## config.mk

```make
export PLATFORM = sky130hd
export DESIGN_NAME = melody_player
export DESIGN_NICKNAME = d
export VERILOG_FILES = /design/src/rtl/melody_player.sv
export SDC_FILE = /design/constraint.sdc
export NUM_CORES = 1
export LEC_CHECK = 0
export BUFFER_PORTS_ARGS = -buffer_cell sky130_fd_sc_hd__clkbuf_2
export CAP_MARGIN = 20
export CELL_PAD_IN_SITES_DETAIL_PLACEMENT = 0
export CELL_PAD_IN_SITES_GLOBAL_PLACEMENT = 2
export CORE_ASPECT_RATIO = 1.75
export CORE_MARGIN = 5
export CORE_UTILIZATION = 38
export DETAILED_ROUTE_END_ITERATION = 8
export PLACE_DENSITY_LB_ADDON = 0.1
export SETUP_SLACK_MARGIN = 0.4
export SYNTH_ARGS = -nofsm -noshare
export SYNTH_HDL_FRONTEND = slang
export SYNTH_SLANG_ARGS = --single-unit
```

## constraint.sdc

```tcl
create_clock -name clk_i -period 3.16 [get_ports clk_i]
set_input_delay 0.632 -clock clk_i [delete_from_list [all_inputs] [get_ports clk_i]]
set_output_delay 0.632 -clock clk_i [all_outputs]
set_load 0.1 [all_outputs]
```

## src/rtl/melody_player.sv

```systemverilog
// Steps the note ROM index through 64 fixed-length note slots and renders each
// latched divider value as a square wave, with a silent gap closing every slot.
module melody_player #(
    parameter int BW         = 16,
    parameter int NOTE_TICKS = 1500000,
    parameter int GAP_TICKS  = 150000,
    parameter int CNT_BW     = 24
) (
    input  logic          clk_i,
    input  logic          rst_i,
    input  logic          start_i,
    input  logic          stop_i,
    input  logic          loop_i,
    input  logic [BW-1:0] dividerValue_i,
    output logic [5:0]    noteIndex_o,
    output logic          tone_o,
    output logic          playing_o,
    output logic          done_o
);

    localparam logic [1:0] S_IDLE  = 2'd0;
    localparam logic [1:0] S_FETCH = 2'd1;
    localparam logic [1:0] S_PLAY  = 2'd2;
    localparam logic [1:0] S_GAP   = 2'd3;

    // Slot timer value: FETCH is 0, PLAY runs 1..PLAY_LAST, GAP runs up to SLOT_LAST.
    localparam logic [CNT_BW-1:0] PLAY_LAST = CNT_BW'(NOTE_TICKS - GAP_TICKS - 1);
    localparam logic [CNT_BW-1:0] SLOT_LAST = CNT_BW'(NOTE_TICKS - 1);

    logic [1:0]        state_reg, state_next;
    logic [CNT_BW-1:0] slot_reg,  slot_next;
    logic [BW-1:0]     hcnt_reg,  hcnt_next;
    logic [BW-1:0]     div_reg,   div_next;
    logic [5:0]        idx_reg,   idx_next;
    logic              tone_reg,  tone_next;
    logic              done_reg,  done_next;
    logic              slot_end;

    always_comb begin
        state_next = state_reg;
        slot_next  = slot_reg;
        hcnt_next  = hcnt_reg;
        div_next   = div_reg;
        idx_next   = idx_reg;
        tone_next  = tone_reg;
        done_next  = 1'b0;
        slot_end   = 1'b0;

        case (state_reg)
            S_IDLE: begin
                tone_next = 1'b0;
                slot_next = '0;
                hcnt_next = '0;
                if (start_i && !stop_i) begin
                    state_next = S_FETCH;
                    idx_next   = 6'd0;
                end
            end
            S_FETCH: begin
                div_next   = dividerValue_i;
                hcnt_next  = '0;
                tone_next  = 1'b0;
                slot_next  = slot_reg + 1'b1;
                state_next = S_PLAY;
            end
            S_PLAY: begin
                slot_next = slot_reg + 1'b1;
                // A zero divider is a rest: keep the output and counter parked.
                if (div_reg == '0) begin
                    hcnt_next = '0;
                    tone_next = 1'b0;
                end else if (hcnt_reg == div_reg - BW'(1)) begin
                    hcnt_next = '0;
                    tone_next = ~tone_reg;
                end else begin
                    hcnt_next = hcnt_reg + BW'(1);
                end
                // With no gap configured the last PLAY cycle also closes the slot.
                if (slot_reg == SLOT_LAST) begin
                    slot_end = 1'b1;
                end else if (slot_reg == PLAY_LAST) begin
                    state_next = S_GAP;
                    tone_next  = 1'b0;
                end
            end
            S_GAP: begin
                tone_next = 1'b0;
                slot_next = slot_reg + 1'b1;
                if (slot_reg == SLOT_LAST) begin
                    slot_end = 1'b1;
                end
            end
            default: begin
                state_next = S_IDLE;
            end
        endcase

        if (slot_end) begin
            slot_next = '0;
            tone_next = 1'b0;
            hcnt_next = '0;
            if (idx_reg != 6'd63) begin
                idx_next   = idx_reg + 6'd1;
                state_next = S_FETCH;
            end else if (loop_i) begin
                idx_next   = 6'd0;
                state_next = S_FETCH;
            end else begin
                idx_next   = 6'd0;
                state_next = S_IDLE;
                done_next  = 1'b1;
            end
        end

        // Abort takes priority over everything once playback is under way.
        if (stop_i && (state_reg != S_IDLE)) begin
            state_next = S_IDLE;
            idx_next   = 6'd0;
            tone_next  = 1'b0;
            hcnt_next  = '0;
            slot_next  = '0;
            done_next  = 1'b0;
        end
    end

    always_ff @(posedge clk_i or posedge rst_i) begin
        if (rst_i) begin
            state_reg <= S_IDLE;
            slot_reg  <= '0;
            hcnt_reg  <= '0;
            div_reg   <= '0;
            idx_reg   <= 6'd0;
            tone_reg  <= 1'b0;
            done_reg  <= 1'b0;
        end else begin
            state_reg <= state_next;
            slot_reg  <= slot_next;
            hcnt_reg  <= hcnt_next;
            div_reg   <= div_next;
            idx_reg   <= idx_next;
            tone_reg  <= tone_next;
            done_reg  <= done_next;
        end
    end

    assign noteIndex_o = idx_reg;
    assign tone_o      = tone_reg;
    assign playing_o   = (state_reg != S_IDLE);
    assign done_o      = done_reg;

endmodule

```

==> results of run 1 <==
-- worst max-delay path by stage --
stage	slack, ps	end	cells past startpoint	startpoint
after floorplan	450	hcnt_reg[3]	11	div_reg[0]
after global placement	180	hcnt_reg[4]	10	div_reg[0]
after detailed placement	100	hcnt_reg[7]	10	div_reg[0]
after CTS	400	hcnt_reg[7]	10	div_reg[7]
after global routing	300	hcnt_reg[8]	10	div_reg[7]
final	410	hcnt_reg[7]	10	div_reg[2]
-- what timing repair did --
item	4_1_cts	5_1_grt
hold endpoints to repair	0	0
pin swaps	7	3
gates resized for setup	11	6
endpoints found under the setup margin	17	17
gates cloned	0	0
setup buffers	3	0
-- worst max-delay path: stages (launching register included) --
cell and delay, ps:
dfrtp_1 380, or3_4 410, or3_1 420, a2111oi_4 380, o221ai_2 160, nor4_2 280, buf_4 170, a31oi_4 110
nor2_4 150, buf_12 140, nor2_1 50
-- report_power, final --
group	switching [mW]	internal [mW]	leakage, nW
registers	0.167	0.986	0.881
logic	0.891	0.629	0.926
clock network	0.364	0.653	0.147
total	1.42	2.27	1.95
-- area by class of cell --
| class | count | area, µm² | share of cell area (%) |
|---|---|---|---|
| repair buffers | 44 | 270 | 5.82 |
| clock inverters | 2 | 35.0 | 0.754 |
| multi-input cells | 325 | 2210 | 47.7 |
| well taps | 127 | 159 | 3.42 |
| inverters | 13 | 48.8 | 1.05 |
| clock buffers | 14 | 264 | 5.68 |
| flip-flops and latches | 66 | 1650 | 35.6 |
-- per-stage QoR --
stage                     utilization, %  power [mW]  hold WS [ps]
final                               45.6        3.69           472
after global routing                45.6        3.93           488
after CTS                           45.5        3.71           470
after detailed placement            41.6        2.55           486
after global placement              41.6        2.52           480
after floorplan                        -        2.17           448
-- logic make-up after synthesis --
| logic type | share of synthesized area [%] |
|---|---|
| AND/OR/NAND/NOR | 25.7 |
| flip-flops | 42.3 |
| AO/OA/AOI/OAI | 9.65 |
| XOR/XNOR | 11.9 |
| buffers and inverters | 2.92 |
| multiplexers | 4.01 |
| adder cells (fa/ha/maj) | 3.53 |
-- cells in the mapped netlist (2+ instances only) --
library cell	count
a21oi_1	7
a31oi_1	2
and3_1	14
and4_1	3
buf_6	2
clkbuf_1	9
dfrtp_1	66
ha_1	11
inv_1	13
mux2_2	13
nand2_1	42
nand2b_1	3
nand3_1	23
nand3b_1	4
nand4_1	10
nor2_1	53
nor2b_1	2
nor3_1	10
nor3b_1	2
nor4_1	4
nor4_2	3
nor4b_1	4
o211ai_1	2
o21a_1	2
o21ai_0	24
o221ai_1	2
o31a_1	2
o32ai_1	2
or3_1	3
or4_1	2
or4_4	2
xnor2_1	25
xor2_1	28
-- routing by layer --
metal  routed length (µm)  track usage, %  vias to the layer above
li1                     -               -                     1548
met1                 3840            17.5                     1547
met2                 5790            34.4                       40
met3                  152            1.77                       29
met4                  465            11.2                        0
met5                    0               0                        -
==> run metrics, run 1 <==
status=finished clean; max-slew violations=0; max-capacitance violation count=0; FF-to-FF End=hcnt_reg[7]; Setup Skew=5.49 ps; Die Width=86.6 µm; share of cells above drive strength 1=19.6%; layout net count=491; area delta synth->final=19.0%; synth warn=0; hold_sp=loop_i; post-DP HPWL=7.66 mm; # fillers=1054; critical path launch point type=flop; first-pass GRT wire length=16.9 mm; global route overflow=0; commonest non-fill, non-tap cell in the layout=dfrtp_1; post-route ant nets=0; hold path depth=2; worst r2r src=div_reg[2]; DRT iter0 DRCs=89; Seq cells post-synth=66; Hold WC Path Type=primary input to flop; Slew Limit Headroom=29.9%; Syn Std Cell Area=~3900 µm²; CP Capture Type=flop; max FFs per register=24; initial core utilization=38.3%; total CTS buffers=9; antenna violations before repair=0; CTS root buf=clkbuf_16; asr flop ratio synth=100%; crit path time final=around 2800 ps; DR vias=around 3200; Bufs on Longest Clock Path=2; Inserted Diodes=0; Setup CP Type=flop to flop; most frequent cells in the layout=64 x dfrtp_1, 53 x nor2_1, 41 x nand2_1; Avg WL per Cell=between 15 and 20 µm; DP Area=4230 µm²; largest net degree at the start of global routing=67; final cell count without fillers=~590; crit-path max FO=12; CP Data Required Time=3380 ps; die area=12500 µm²; Yosys top cell by area=dfrtp_1; CTS HTree Levels=3; final setup fails=0; worst path arrival time=2970 ps; IO Count=30; Tcrit/Tclk final=between 80 and 90%; row cnt=49; CTS tree=done; Final Hold Fails=0; Clock Sinks=66; Slew @ Worst Pin=1040 ps; DRC violations left=0; fmax=363 MHz; ranking of synthesized cells by area=dfrtp_1 42%, xor2_1 6.3%, xnor2_1 5.6%, nor2_1 5.1%, nand2_1 4.0%; WL final=10.3 mm; hold worst-path end=done_o; Synth Flop Type=dfrtp_1; DIE HEIGHT=144 µm; Design Area, Final=approximately 4600 µm²; Yosys cell types=56; leakage dissipation=1.95 nW; vias per std cell=5.35; first drt pass iteration count=4; Reg2Reg Setup Slack=410 ps; Post-Syn Instances=417; post-route setup slack=408 ps; Port Buffer Count=29; hold_buf cts=0; Total Negative Setup Slacks=0 ps; PD cells=794 nW/µm²; Avg Inst Size Synth=9.36 µm²; Core Area=slightly above 10000 µm²; Post-synth EDFFs=0; vias in the first global route=3414; Setup WS pre-CTS=103 ps; Peak VDD IR=0.392 mV; Synthesized Nets=about 450; placed cell count=572; clock latency on the worst-skew pair=around 330 ps; reg2reg path depth=10; unrepaired setup endpoints after global routing=yes; Tot GR Track Use=17.8%; Clock transition at path regs=roughly 50 ps; register area share after synthesis=42.3%; GP Congestion=0.839; area share of the largest cell type after synthesis=42.3%
(Power assumes the default switching activity.)
==> run 2, diff against run 1 <==
- clock period: 3.16 -> 2.6 ns (I/O delays scaled with it)
==> run metrics, run 2 (synthesized netlist as in run 1, its figures left out) <==
status=finished with violations; failing checks=negative setup slack; combinational power share=47.0% (+5.8 points); DP Area=4530 µm² (+7.1%); most frequent cells in the layout=63 x dfrtp_1, 51 x nor2_1, 41 x nand2_1; Peak VDD IR=0.699 mV (+78%); Final Hold Fails=0 (unchanged); Net Sw Frac=37.8% (-0.71 points); final setup fails=4 (+4); Hold WC Path Type=primary input to asynchronous set/reset pin; Core Area=10200 µm² (unchanged); share of cells above drive strength 1=28.3% (+8.7 points); crit-path leading delay family=simple AND/OR/NAND/NOR gates; Max stage delay on crit path=540 ps (+120 ps); Tot GR Track Use=17.8% (+0.058 points); total CTS buffers=9 (unchanged); Slew Limit Headroom=56.0% (+26 points); die area=12500 µm² (unchanged); max-capacitance violation count=0 (unchanged); vias in the first global route=3461 (+1.4%); Tcrit/Tclk final=102% (+15 points); sequential power share=28.8% (-2.5 points); CTS HTree Levels=3 (unchanged); crit-path max FO=3 (-9); layout net count=518 (+5.5%); IO Count=30 (unchanged); Setup Skew=7.01 ps (+1.52 ps); unrepaired setup endpoints after global routing=yes; Inserted Diodes=0 (unchanged); area delta synth->final=28.5%; CTS root buf=clkbuf_16; final cell count without fillers=618 (+4.6%); Hold WS=266 ps (-206 ps); max FFs per register=24 (unchanged); post-route ant nets=0 (unchanged); fmax=378 MHz (+4.0%); antenna violations before repair=0 (unchanged); cell mode on critical path=or4_4; Clk pwr share=24.3% (-3.3 points); first-pass GRT wire length=17.0 mm (+0.53%); largest net degree at the start of global routing=30 (-55%); global route overflow=0 (unchanged); P_int=3.06 mW (+35%); CP Data Required Time=2840 ps (-540 ps); net load switching power=1.86 mW (+31%); worst r2r src=div_reg[7]; CTS tree=done; leakage dissipation=2.14 nW (+9.3%); Setup crit start=div_reg[7]; Clock transition at path regs=50 ps (about the same); CP Buf/Inv Count=1 (-1); max-slew violations=0 (unchanged); crit path time final=2650 ps (-105 ps); post-DP HPWL=7.93 mm (+3.6%); WL final=10.4 mm (+1.7%); CP Capture Type=flop; Total Negative Setup Slacks=-57.4 ps (-57.4 ps); post-route setup slack=-46.8 ps (-455 ps); Bufs on Longest Clock Path=2 (unchanged); # fillers=1048 (-0.57%); Avg WL per Cell=16.9 µm (-2.7%); crit-path cells=or4_4 > or4_4 > o31a_1 > o221ai_2 > nor4_4 > a31oi_4 > buf_6 > nand2_4 > o31ai_2; Port Buffer Count=29 (unchanged); DRT iter0 DRCs=108 (+21%); DR vias=3269 (+3.3%); Slew @ Worst Pin=660 ps (-384 ps); clock latency on the worst-skew pair=330 ps (about the same); GP Congestion=0.806 (-4.0%); critical path launch point type=flop; row cnt=49 (unchanged); worst path arrival time=2880 ps (-90 ps); first drt pass iteration count=4 (unchanged); Design Area, Final=5010 µm² (+7.9%); Clock Sinks=66 (unchanged); commonest non-fill, non-tap cell in the layout=dfrtp_1; critical path's slowest cell=or4_4; initial core utilization=38.3% (unchanged); Setup WS pre-CTS=-117 ps (-220 ps); vias per std cell=5.29 (-1.2%); DIE HEIGHT=144 µm (unchanged); placed cell count=598 (+4.5%); DRC violations left=0 (unchanged); Setup CP Type=flop to flop; PD cells=982 nW/µm² (+24%); Die Width=86.6 µm (unchanged)
-- run 2: cell types whose count changed in the layout (fill, tap and decap cells not counted), sizes merged --
cell,change
buf,+27
bufinv,-1
clkbuf,+1
clkinvlp,+1
inv,-1
-- run 2: path summary, 6_finish.rpt --
path                       depth (start not counted)      endpoint  slack, ps
max                                                9  hcnt_reg[11]        -50
max in group asynchronous                          4   hcnt_reg[1]       1590
min in group clk_i                                 2        done_o        370
max reg2reg                                        9  hcnt_reg[11]        -50
min reg2reg                                        1   slot_reg[0]        470
min                                                2   div_reg[12]        270
-- run 2: cell type report --
type	instances	area (µm²)	share of cell area, %
clock buffers	15	298	5.94
clock inverters	1	5.00	0.0998
inverters	13	52.6	1.05
multi-input cells	325	2300	45.9
flip-flops and latches	66	1660	33.0
well taps	127	159	3.17
repair buffers	71	546	10.9
-- run 2: metal layers --
| metal | global-route usage (%) | part of all wire [%] |
|---|---|---|
| met5 | 0 | 0 |
| met4 | 8.05 | 2.6 |
| met3 | 3.14 | 1.7 |
| met2 | 35.2 | 58 |
| met1 | 17.5 | 37 |
-- run 2: what timing repair did --
| item | 4_1_cts | 5_1_grt |
|---|---|---|
| gates resized for setup | 13 | 20 |
| hold buffers | 0 | 0 |
| endpoints found under the setup margin | 47 | 27 |
| buffers inserted | 2 | 2 |
| pin swaps | 10 | 2 |
-- run 2: power by group through the flow --
stage	Sequential, mW	Combinational, mW	Clock (mW)
after floorplan	1.36	1.40	0
after global placement	1.42	2.04	0
after global routing	1.44	2.51	1.28
final	1.42	2.31	1.20
after detailed placement	1.42	2.07	0
after CTS	1.41	2.21	1.23
-- run 2: per-stage QoR --
| step | total power, mW | utilization [%] |
|---|---|---|
| detailed placement | 3.49 | 44.5 |
| global route | 5.24 | 49.3 |
| CTS | 4.85 | 48.4 |
| finish | 4.92 | 49.3 |
| global placement | 3.46 | 44.5 |
| floorplan | 2.76 | - |
-- run 2: worst register-to-register path, stage by stage, from the launching register on --
cell	delay, ps
dfrtp_1	380
or4_4	540
or4_4	480
o31a_1	290
o221ai_2	220
nor4_4	70
a31oi_4	220
buf_6	140
nand2_4	40
o31ai_2	170
==> run 3, diff against run 2 <==
- BUFFER_PORTS_ARGS: -buffer_cell sky130_fd_sc_hd__clkbuf_2 -> -buffer_cell sky130_fd_sc_hd__buf_2
- CORE_UTILIZATION: 38 -> 34
- clock period: 2.6 -> 2.3 ns (I/O delays scaled with it)
==> run metrics, run 3 (synthesized netlist as in run 1, its figures left out) <==
post-DP HPWL=8.03 mm (+1.3%); Tcrit/Tclk final=115% (+14 points); Final Util=52.0% (+2.7 points); DIE HEIGHT=152 µm (+5.3%); Slew @ Worst Pin=489 ps (-171 ps); Tot GR Track Use=16.6% (-1.2 points); largest net degree at the start of global routing=67 (+120%); DR vias=3421 (+4.6%); CP Data Required Time=2510 ps (-330 ps); Bufs on Longest Clock Path=2 (unchanged); Port Buffer Count=29 (unchanged); row cnt=51 (+4.1%); area delta synth->final=48.7%; status=finished with violations; Slew Limit Headroom=67.6% (+12 points); CTS HTree Levels=3 (unchanged); CP Capture Type=flop; vias per std cell=5.14 (-2.7%); DP Area=4740 µm² (+4.5%); Final Hold Fails=0 (unchanged); Avg WL per Cell=17.3 µm (+2.3%); fmax=376 MHz (-0.35%); die area=13800 µm² (+11%); Final Total Pwr=6.50 mW (+32%); failing checks=negative setup slack; Max stage delay on crit path=450 ps (-90 ps); GP Congestion=0.783 (-2.8%); Setup CP Type=flop to flop; max-slew violations=0 (unchanged); CTS root buf=clkbuf_16; first-pass GRT wire length=17.8 mm (+5.0%); crit-path cells=or3_4 > or3_4 > a2111oi_4 > o221ai_2 > nor4_4 > a31oi_4 > buf_6 > buf_4 > nand2_2 > o21ai_2; Core Area=11200 µm² (+9.7%); placed cell count=623 (+4.2%); Design Area, Final=5800 µm² (+16%); vias in the first global route=3615 (+4.4%); Die Width=91.0 µm (+5.1%); critical path launch point type=flop; worst path arrival time=2870 ps (about the same); cell mode on critical path=or3_4; PD cells=1120 nW/µm² (+14%); first drt pass iteration count=4 (unchanged); post-route ant nets=0 (unchanged); IO Count=30 (unchanged); post-route setup slack=-356 ps (-309 ps); Clock transition at path regs=60 ps (about the same); DRT iter0 DRCs=108 (unchanged); layout net count=561 (+8.3%); most frequent cells in the layout=65 x buf_4, 63 x dfrtp_1, 35 x nand2_1; antenna violations before repair=0 (unchanged); initial core utilization=34.9% (-3.4 points); Inserted Diodes=0 (unchanged); total CTS buffers=9 (unchanged); unrepaired setup endpoints after global routing=yes; max-capacitance violation count=0 (unchanged); Setup Skew=5.37 ps (-1.64 ps); crit path time final=2660 ps (+9.29 ps); WL final=11.5 mm (+10%); clock latency on the worst-skew pair=330 ps (about the same); share of cells above drive strength 1=44.7% (+16 points); crit-path leading delay family=simple AND/OR/NAND/NOR gates; register area=1660 µm² (unchanged); CTS tree=done; CP Buf/Inv Count=2 (+1); max FFs per register=24 (unchanged); critical path's slowest cell=dfrtp_2; final setup fails=17 (+13); Setup WS pre-CTS=-368 ps (-251 ps); Hold WS=196 ps (-70.5 ps); Peak VDD IR=0.802 mV (+15%); Hold WC Path Type=primary input to asynchronous set/reset pin; DRC violations left=0 (unchanged); commonest non-fill, non-tap cell in the layout=buf_4; leakage dissipation=2.45 nW (+15%); global route overflow=0 (unchanged); crit-path max FO=5 (+2); area of the multi-input gates=2660 µm² (+16%); # fillers=1058 (+0.95%); final cell count without fillers=665 (+7.6%); Total Negative Setup Slacks=-5490 ps (-5430 ps); Clock Sinks=66 (unchanged)
## run 3: worst paths after layout
| path | end | start | slack (ps) | depth (start not counted) |
|---|---|---|---|---|
| worst max-delay path | hcnt_reg[9] | div_reg[3] | -360 | 10 |
| worst min-delay path | noteIndex_o[4] | rst_i | 200 | 3 |
| worst max register to register | hcnt_reg[9] | div_reg[3] | -360 | 10 |
| worst min register to register | noteIndex_o[5] | noteIndex_o[5] | 490 | 1 |
| max in group asynchronous | div_reg[3] | rst_i | 1740 | 3 |
| min in group clk_i | done_o | loop_i | 330 | 2 |
## run 3: area by class of cell
| class | count | share of cell area, % |
|---|---|---|
| well taps | 132 | 2.85 |
| clock buffers | 13 | 4.66 |
| clock inverters | 2 | 0.604 |
| multi-input cells | 325 | 45.9 |
| repair buffers | 114 | 16.5 |
| flip-flops and latches | 66 | 28.5 |
| inverters | 13 | 0.970 |
## run 3: worst min-delay path, cell delays in order
cell	delay (ps)
buf_2	110
clkinvlp_4	70
buf_12	290
## run 3: timing repair
action,CTS,global route
cloned,1,2
endpoints found under the setup margin,51,51
pin swaps,16,17
resized for setup,64,60
buffers inserted,15,9
hold buffers,0,0
hold endpoints to repair,0,0
## run 3: power breakdown
part | internal (mW) | switching (mW)
Sequential | 1.35 | 0.202
Combinational | 1.76 | 1.77
Clock | 0.920 | 0.499
Total | 4.03 | 2.47
## run 3: per-layer routing
metal  share of wire, %  track usage, %  wire (µm)  up-vias
li1                   -               -          -     1694
met1                 35            15.8       3970     1690
met2                 62            34.0       7070       27
met3                1.7            2.62        198       10
met4                2.2            7.12        247        0
met5                  0               0          0        -
